$ cat src/rtl/elevator_pkg.sv
// -----------------------------------------------------------------------------
// elevator_pkg
// Shared types for the elevator car controller:
//   state_t : controller states (IDLE, MOVE, DOOR)
//   dir_t   : travel direction memory (DN = 0, UP = 1)
//   max_int : helper used to size the shared travel/door timer
// -----------------------------------------------------------------------------
package elevator_pkg;

    typedef enum logic [1:0] {
        IDLE = 2'd0,
        MOVE = 2'd1,
        DOOR = 2'd2
    } state_t;

    typedef enum logic {
        DN = 1'b0,
        UP = 1'b1
    } dir_t;

    // Larger of two integers, used for elaboration-time sizing
    function automatic int max_int(input int a, input int b);
        return (a > b) ? a : b;
    endfunction

endpackage

$ cat src/rtl/elevator_req_scan.sv
// -----------------------------------------------------------------------------
// elevator_req_scan
// Purely combinational classifier of the pending-request bitmap relative to a
// probe floor. The controller uses one copy on the current floor and one on the
// floor the car is about to step onto.
// Ports:
//   pending   in  NUM_FLOORS  bitmap of outstanding requests
//   cf        in  FLOOR_W     probe floor
//   any_above out 1           a request exists strictly above cf
//   any_below out 1           a request exists strictly below cf
//   at_floor  out 1           a request exists exactly at cf
// -----------------------------------------------------------------------------
module elevator_req_scan
    import elevator_pkg::*;
#(
    parameter int NUM_FLOORS = 4,
    parameter int FLOOR_W    = $clog2(NUM_FLOORS)
) (
    input  logic [NUM_FLOORS-1:0] pending,
    input  logic [FLOOR_W-1:0]    cf,
    output logic                  any_above,
    output logic                  any_below,
    output logic                  at_floor
);

    // Sort every pending bit into above / below / at the probe floor
    always_comb begin
        any_above = 1'b0;
        any_below = 1'b0;
        at_floor  = 1'b0;
        for (int i = 0; i < NUM_FLOORS; i++) begin
            if (i > int'(cf)) begin
                any_above = any_above | pending[i];
            end else if (i < int'(cf)) begin
                any_below = any_below | pending[i];
            end else begin
                at_floor = pending[i];
            end
        end
    end

endmodule

$ cat src/rtl/elevator_ctrl.sv
// -----------------------------------------------------------------------------
// elevator_ctrl
// Elevator car controller with a pending-request bitmap and SCAN scheduling:
// the car keeps its direction while requests remain beyond it, stops at every
// requested floor on the way, and only reverses from IDLE.
// Ports:
//   clk        in  1           system clock, rising edge
//   rst        in  1           asynchronous active-low reset
//   req_valid  in  1           call request present this cycle
//   req_floor  in  FLOOR_W     requested floor (dropped if >= NUM_FLOORS)
//   cf         out FLOOR_W     current floor of the car
//   dir_up     out 1           1 = travelling/preferring up, 0 = down
//   moving     out 1           car is in MOVE
//   door_open  out 1           car is in DOOR
//   pending    out NUM_FLOORS  outstanding request bitmap
// -----------------------------------------------------------------------------
module elevator_ctrl
    import elevator_pkg::*;
#(
    parameter int NUM_FLOORS    = 4,
    parameter int FLOOR_W       = $clog2(NUM_FLOORS),
    parameter int TRAVEL_CYCLES = 4,
    parameter int DOOR_CYCLES   = 3
) (
    input  logic                  clk,
    input  logic                  rst,
    input  logic                  req_valid,
    input  logic [FLOOR_W-1:0]    req_floor,
    output logic [FLOOR_W-1:0]    cf,
    output logic                  dir_up,
    output logic                  moving,
    output logic                  door_open,
    output logic [NUM_FLOORS-1:0] pending
);

    // One timer serves both travel and door phases, so size it for the longer
    localparam int TIMER_W = $clog2(max_int(TRAVEL_CYCLES, DOOR_CYCLES) + 1);
    localparam logic [TIMER_W-1:0] TRAVEL_RELOAD = TIMER_W'(TRAVEL_CYCLES - 1);
    localparam logic [TIMER_W-1:0] DOOR_RELOAD   = TIMER_W'(DOOR_CYCLES - 1);

    // One-hot mask for a floor index
    function automatic logic [NUM_FLOORS-1:0] floor_mask(input logic [FLOOR_W-1:0] f);
        logic [NUM_FLOORS-1:0] m;
        m = '0;
        for (int i = 0; i < NUM_FLOORS; i++) begin
            m[i] = (int'(f) == i);
        end
        return m;
    endfunction

    state_t                state_q,   state_d;
    logic [TIMER_W-1:0]    timer_q,   timer_d;
    logic [FLOOR_W-1:0]    cf_q,      cf_d;
    dir_t                  dir_q,     dir_d;
    logic [NUM_FLOORS-1:0] pending_q, pending_d;
    logic                  moving_q,  moving_d;
    logic                  door_q,    door_d;

    logic                  req_in_range_s;
    logic                  door_hold_s;
    logic [NUM_FLOORS-1:0] req_set_s;
    logic [NUM_FLOORS-1:0] clr_s;
    logic [FLOOR_W-1:0]    cf_step_s;
    logic                  cur_above_s, cur_below_s, cur_at_s;
    logic                  nxt_above_s, nxt_below_s, nxt_at_s;

    assign req_in_range_s = req_valid && (int'(req_floor) < NUM_FLOORS);
    // A call for the floor whose door is already open only extends the door time
    assign door_hold_s    = req_valid && (state_q == DOOR) && (req_floor == cf_q);
    assign req_set_s      = (req_in_range_s && !door_hold_s) ? floor_mask(req_floor)
                                                             : {NUM_FLOORS{1'b0}};
    // Floor the car lands on when the current travel step completes
    assign cf_step_s      = (dir_q == UP) ? (cf_q + FLOOR_W'(1)) : (cf_q - FLOOR_W'(1));

    elevator_req_scan #(
        .NUM_FLOORS (NUM_FLOORS),
        .FLOOR_W    (FLOOR_W)
    ) u_scan_cur (
        .pending   (pending_q),
        .cf        (cf_q),
        .any_above (cur_above_s),
        .any_below (cur_below_s),
        .at_floor  (cur_at_s)
    );

    elevator_req_scan #(
        .NUM_FLOORS (NUM_FLOORS),
        .FLOOR_W    (FLOOR_W)
    ) u_scan_nxt (
        .pending   (pending_q),
        .cf        (cf_step_s),
        .any_above (nxt_above_s),
        .any_below (nxt_below_s),
        .at_floor  (nxt_at_s)
    );

    // Next-state, timer, floor, direction and service-clear decisions
    always_comb begin
        state_d = state_q;
        timer_d = timer_q;
        cf_d    = cf_q;
        dir_d   = dir_q;
        clr_s   = {NUM_FLOORS{1'b0}};
        case (state_q)
            IDLE: begin
                if (cur_at_s) begin
                    state_d = DOOR;
                    timer_d = DOOR_RELOAD;
                    clr_s   = floor_mask(cf_q);
                end else if (((dir_q == UP) && cur_above_s) || ((dir_q == DN) && cur_below_s)) begin
                    state_d = MOVE;
                    timer_d = TRAVEL_RELOAD;
                end else if (cur_above_s || cur_below_s) begin
                    // Only work behind the car remains: reverse before moving
                    dir_d   = (dir_q == UP) ? DN : UP;
                    state_d = MOVE;
                    timer_d = TRAVEL_RELOAD;
                end else begin
                    state_d = IDLE;
                end
            end
            MOVE: begin
                if (timer_q != {TIMER_W{1'b0}}) begin
                    timer_d = timer_q - TIMER_W'(1);
                end else begin
                    cf_d = cf_step_s;
                    if (nxt_at_s) begin
                        state_d = DOOR;
                        timer_d = DOOR_RELOAD;
                        clr_s   = floor_mask(cf_step_s);
                    end else if ((dir_q == UP) ? nxt_above_s : nxt_below_s) begin
                        state_d = MOVE;
                        timer_d = TRAVEL_RELOAD;
                    end else begin
                        state_d = IDLE;
                    end
                end
            end
            DOOR: begin
                if (door_hold_s) begin
                    timer_d = DOOR_RELOAD;
                end else if (timer_q == {TIMER_W{1'b0}}) begin
                    state_d = IDLE;
                end else begin
                    timer_d = timer_q - TIMER_W'(1);
                end
            end
            default: begin
                state_d = IDLE;
                timer_d = {TIMER_W{1'b0}};
            end
        endcase
    end

    // Request bitmap update (service clear overrides a same-cycle set) and output decode
    always_comb begin
        pending_d = (pending_q | req_set_s) & ~clr_s;
        moving_d  = (state_d == MOVE);
        door_d    = (state_d == DOOR);
    end

    // Controller state and registered outputs
    always_ff @(posedge clk or negedge rst) begin
        if (!rst) begin
            state_q   <= IDLE;
            timer_q   <= {TIMER_W{1'b0}};
            cf_q      <= {FLOOR_W{1'b0}};
            dir_q     <= UP;
            pending_q <= {NUM_FLOORS{1'b0}};
            moving_q  <= 1'b0;
            door_q    <= 1'b0;
        end else begin
            state_q   <= state_d;
            timer_q   <= timer_d;
            cf_q      <= cf_d;
            dir_q     <= dir_d;
            pending_q <= pending_d;
            moving_q  <= moving_d;
            door_q    <= door_d;
        end
    end

    assign cf        = cf_q;
    assign dir_up    = (dir_q == UP);
    assign moving    = moving_q;
    assign door_open = door_q;
    assign pending   = pending_q;

endmodule

$ cat config.mk
export PLATFORM = sky130hd
export DESIGN_NAME = elevator_ctrl
export DESIGN_NICKNAME = d
export VERILOG_FILES = /design/src/rtl/elevator_pkg.sv /design/src/rtl/elevator_req_scan.sv /design/src/rtl/elevator_ctrl.sv
export SDC_FILE = /design/constraint.sdc
export NUM_CORES = 1
export LEC_CHECK = 0
export CAP_MARGIN = 20
export CORE_MARGIN = 4
export CORE_UTILIZATION = 40
export DETAILED_ROUTE_END_ITERATION = 7
export GPL_ROUTABILITY_DRIVEN = 0
export SYNTH_ARGS = -nofsm -noshare
export SYNTH_HDL_FRONTEND = slang
export SYNTH_SLANG_ARGS = --single-unit
$ cat constraint.sdc
create_clock -name clk -period 2.52 [get_ports clk]
set_input_delay 0.378 -clock clk [delete_from_list [all_inputs] [get_ports clk]]
set_output_delay 0.378 -clock clk [all_outputs]
set_load 0.1 [all_outputs]
==> metrics, run 1 <==
status=finished clean; Critical Path RT=2.74 ns; most used flip-flop cell after synthesis=dfrtp_1; IO Pins=14; post-CTS setup buffer count=0; DRC=0; clock tree from TritonCTS=done; Port Buffers=13; gr usage total=16.9%; Hold Vio Cnt, Final=0; Synth Area in Adders=7.93%; Fmax=0.432 GHz; Via density=5.89; Syn. warnings=0; Syn Std Cell Area=1100 µm²; max-slew violation count=0; ANT cells=0; DIE AREA=3670 µm²; Synth Area in XOR/XNOR=3.96%; Hold Crit Class=in2async; DP HPWL=2.04 mm; final setup skew=0.00174 ns; initial antenna violation count=0; max cap viols=0; number of cells on the worst reg-to-reg path=8; Worst-path clk slew=0.10 ns; crit path kind=reg2reg; count of cell types in the netlist=42; pin count of the biggest net entering global routing=15; Worst setup startpoint=cf[1]; die width=60.6 µm; Clock Path Buffers=2; drt pass-1 iters=4; ys async rst share=100%; Syn-to-layout area delta=18.6%; H-tree depth=1; drt total wl=2.64 mm; post-CTS resize count=0; GR Overflow Total=0; Post-Synth Simple-Gate Area=16.5%; final layout net count=150; worst-skew pair later-pin latency=0.29 ns; Starting Density=43.4%; number of DRC markers in iteration 0=32; main combinational cell family by area after synthesis=compound AO/OA/AOI/OAI gates; Mapped Avg Cell Area=9.28 µm²; EDFF count, synth=0; share of cells above drive strength 1=25.5%; Final ANT Viol Nets=0; CP Launch Type=register; Slew @ Worst Pin=0.668 ns; Crit Reg-Reg Startpoint=cf[1]; post-synthesis mux area share=3.85%; Syn Inst Count=119; # rows=18; vias in the first global route=959; total CTS buffers=3; Final Critical Period=2.31 ns; global-route wire length before repair=4.66 mm; drt wl/cell=15.8 µm; unrepaired setup endpoints after global routing=false; CTS Hold Buffers Added=0; clock root cell=clkbuf_4; setup TNS=0 ns; crit end category=register; syn_nets=131; register bit total from synthesis=14; register area share after synthesis=31.8%; Die Height=60.6 µm; CP max FO=9; Final period util=91.8%; CP arrival=2.53 ns; core region area=2540 µm²; Fillers=255; final setup fails=0; complex-gate fraction of the synthesized area=29.4%; highest-count cells in the layout ignoring fill and taps=buf_4 (14), nand2_1 (13), dfrtp_1 (11); Max transition margin=55.4%; CTS Sinks=14; commonest non-fill, non-tap cell in the layout=buf_4; total number of vias=984
layer usage:
metal / global-route usage, % / routed length (µm) / vias to the layer above
li1: - / - / 474
met5: 0 / 0 / -
met4: 5.26 / 46 / 0
met1: 25.3 / 1260 / 466
met3: 3.40 / 199 / 6
met2: 24.2 / 1140 / 38
flip-flops by register name, summed over array words and instances (netlist names):
name       cells
pending        4
state_q        2
cf             2
dir_up         1
timer_q        3
door_open      1
moving         1
final cells by class:
class	instances	area (µm²)	area share, %
well taps	30	37.5	2.87
multi-input cells	93	702	53.6
flip-flops and latches	14	359	27.4
inverters	8	30.0	2.29
repair buffers	18	145	11.1
clock buffers	4	36.3	2.77
critical path: stages (launching register included):
cell and delay (ns):
dfrtp_4 0.49, inv_1 0.10, ha_4 0.32, xor2_2 0.18, mux4_2 0.58, nor2_2 0.17, a32oi_2 0.07, o21ai_2 0.12
mux2i_1 0.21
cell usage after synthesis, types with 2 or more instances:
cell type / number / area share, %
mux2i_1: 2 / 1.8
and2b_2: 2 / 1.6
xnor2_1: 4 / 3.2
a221o_2: 2 / 2.0
a21oi_1: 8 / 3.6
o21ai_0: 9 / 4.1
dfrtp_1: 13 / 29
nand2_1: 13 / 4.4
nand4_1: 3 / 1.7
o21bai_1: 2 / 1.4
inv_1: 8 / 2.7
ha_1: 7 / 7.9
a22oi_1: 2 / 1.4
a32o_1: 2 / 1.8
nor2b_1: 3 / 1.7
nor3_1: 5 / 2.3
o211ai_1: 2 / 1.4
nor2_1: 7 / 2.4
buf_6: 2 / 2.0
logic make-up (layout without fill, tap and decap cells):
| group | count (synthesis) | in the layout |
|---|---|---|
| flip-flops | 14 | 14 |
| AO/OA/AOI/OAI | 41 | 41 |
| XOR/XNOR | 5 | 5 |
| AND/OR/NAND/NOR | 37 | 37 |
| buffers and inverters | 12 | 30 |
| adder cells (fa/ha/maj) | 7 | 7 |
| multiplexers | 3 | 3 |
through the flow:
stage	instance area (µm²)	hold slack [ns]	cells	worst slack, ns	util (%)
after floorplan	1130	0.0824	119	0.0172	-
after global placement	1270	0.515	163	0.307	50.0
after detailed placement	1270	0.526	163	0.214	50.0
after CTS	1310	0.519	167	0.193	51.5
after global routing	1310	0.543	167	0.0923	51.5
final	1310	0.485	167	0.207	51.5
path summary, 6_finish.rpt:
path	endpoint	slack, ns
hold / removal	pending[1]	0.49
setup / recovery	timer_q[0]	0.21
setup reg to reg	timer_q[0]	0.21
max in group asynchronous	cf[1]	1.55
min in group clk	timer_q[2]	0.54
hold reg to reg	timer_q[2]	0.54
Power of run 1 is not shown: default switching activity piles up to over one toggle a cycle in this logic, so the estimate is an artifact.
==> run 2: changes to the inputs <==
--- a/config.mk
+++ b/config.mk
@@ -10,6 +10,7 @@
 export CORE_UTILIZATION = 40
 export DETAILED_ROUTE_END_ITERATION = 7
 export GPL_ROUTABILITY_DRIVEN = 0
+export PLACE_DENSITY = 0.74
 export SYNTH_ARGS = -nofsm -noshare
 export SYNTH_HDL_FRONTEND = slang
 export SYNTH_SLANG_ARGS = --single-unit
==> run 2 against run 1 <==
Highest routed layer unchanged; die area is the same; critical path depth unchanged; critical path type unchanged; routed wire length is 3.6% lower; global-route usage is 0.78 points lower; setup slack improved by 0.013 ns.
==> metrics, run 2 (synthesis gave the netlist of run 1 again) <==
commonest non-fill, non-tap cell in the layout=buf_4; number of DRC markers in iteration 0=24 (-25%); Via density=5.92 (+0.51%); ANT cells=0 (unchanged); Final Critical Period=2.30 ns (-0.0134 ns); Largest register FFs=4 (unchanged); number of cells on the worst reg-to-reg path=8 (unchanged); R2R setup slack=0.22 ns (about the same); final layout net count=150 (unchanged); share of cells above drive strength 1=25.5% (unchanged); die width=60.6 µm (unchanged); Post-DP Area=1270 µm² (unchanged); clock root cell=clkbuf_4; Max transition margin=56.0% (+0.63 points); CP Launch Type=register; final setup fails=0 (unchanged); Clock Path Buffers=2 (unchanged); drt pass-1 iters=4 (unchanged); crit path kind=reg2reg; GR Overflow Total=0 (unchanged); initial antenna violation count=0 (unchanged); max cap viols=0 (unchanged); H-tree depth=1 (unchanged); Fmax=0.435 GHz (+0.58%); total CTS buffers=3 (unchanged); Finished Cell Area=1310 µm² (unchanged); clock tree from TritonCTS=done; CP max FO=9 (unchanged); DIE AREA=3670 µm² (unchanged); core region area=2540 µm² (unchanged); CTS Sinks=14 (unchanged); reg-to-reg endpoint=timer_q[0]; crit end category=register; gr usage total=16.1% (-0.78 points); # rows=18 (unchanged); CP arrival=2.52 ns (about the same); post-CTS setup buffer count=0 (unchanged); Hold Crit Class=in2async; final setup skew=0.00170 ns (-0.0000379 ns); DP HPWL=1.93 mm (-5.2%); Final period util=91.3% (-0.53 points); drt total wl=2.55 mm (-3.6%); Final Util=51.5% (unchanged); Final ANT Viol Nets=0 (unchanged); Starting Density=43.4% (unchanged); Port Buffers=13 (unchanged); Worst-path clk slew=0.09 ns (about the same); Hold Vio Cnt, Final=0 (unchanged); # placed instances=163 (unchanged); highest-count cells in the layout ignoring fill and taps=buf_4 (14), nand2_1 (13), dfrtp_1 (11); Critical Path RT=2.74 ns (about the same); Slew @ Worst Pin=0.658 ns (-0.00936 ns); global-route wire length before repair=4.44 mm (-4.7%); IO Pins=14 (unchanged); CTS Hold Buffers Added=0 (unchanged); pin count of the biggest net entering global routing=15 (unchanged); Syn-to-layout area delta=18.6% (unchanged); Non-Filler Instances=167 (unchanged); setup TNS=0 ns (unchanged); drt wl/cell=15.3 µm (-3.6%); worst-skew pair later-pin latency=0.29 ns (about the same); Die Height=60.6 µm (unchanged); Crit Reg-Reg Startpoint=cf[1]; DRC=0 (unchanged); status=finished clean; post-CTS resize count=0 (unchanged); vias in the first global route=994 (+3.6%); max-slew violation count=0 (unchanged); total number of vias=989 (+0.51%); unrepaired setup endpoints after global routing=false
run 2: cell counts in the layout (fill, tap and decap cells not counted):
No cell type changed its count.
run 2: area by class of cell:
class / instances / area [µm²]
inverters: 8 / 30.0
clock buffers: 4 / 36.3
repair buffers: 18 / 145
multi-input cells: 93 / 702
fillers: 217 / 1230
well taps: 30 / 37.5
flip-flops and latches: 14 / 359
run 2: critical path: stages (launching register included):
cell and delay [ns]:
dfrtp_4 0.49, inv_1 0.11, ha_4 0.32, xor2_2 0.17, mux4_2 0.57, nor2_2 0.17, a32oi_2 0.07, o21ai_2 0.12
mux2i_1 0.22
run 2: worst max path at each step:
stage	startpoint	to	slack (ns)	depth (start not counted)
after floorplan	cf[0]	timer_q[0]	0.02	9
after global routing	cf[1]	timer_q[1]	0.10	8
after detailed placement	cf[1]	timer_q[1]	0.25	8
final	cf[1]	timer_q[0]	0.22	8
after CTS	cf[1]	timer_q[1]	0.22	8
after global placement	cf[1]	timer_q[1]	0.31	8
run 2: per-layer routing:
metal | part of all wire [%] | up-vias | global-route usage [%]
met3 | 3.3 | 5 | 2.55
met1 | 48 | 491 | 20.7
li1 | - | 475 | -
met5 | 0 | - | 0
met2 | 47 | 18 | 26.7
met4 | 2.0 | 0 | 7.12
run 2: metrics by stage:
step           hold slack, ns  setup slack (ns)
3_5_place_dp            0.508             0.248
3_3_place_gp            0.502             0.305
5_1_grt                 0.547             0.102
6_report                0.483             0.220
4_1_cts                 0.515             0.221
2_1_floorplan          0.0824            0.0172
Power of run 2 is left out for the same reason.
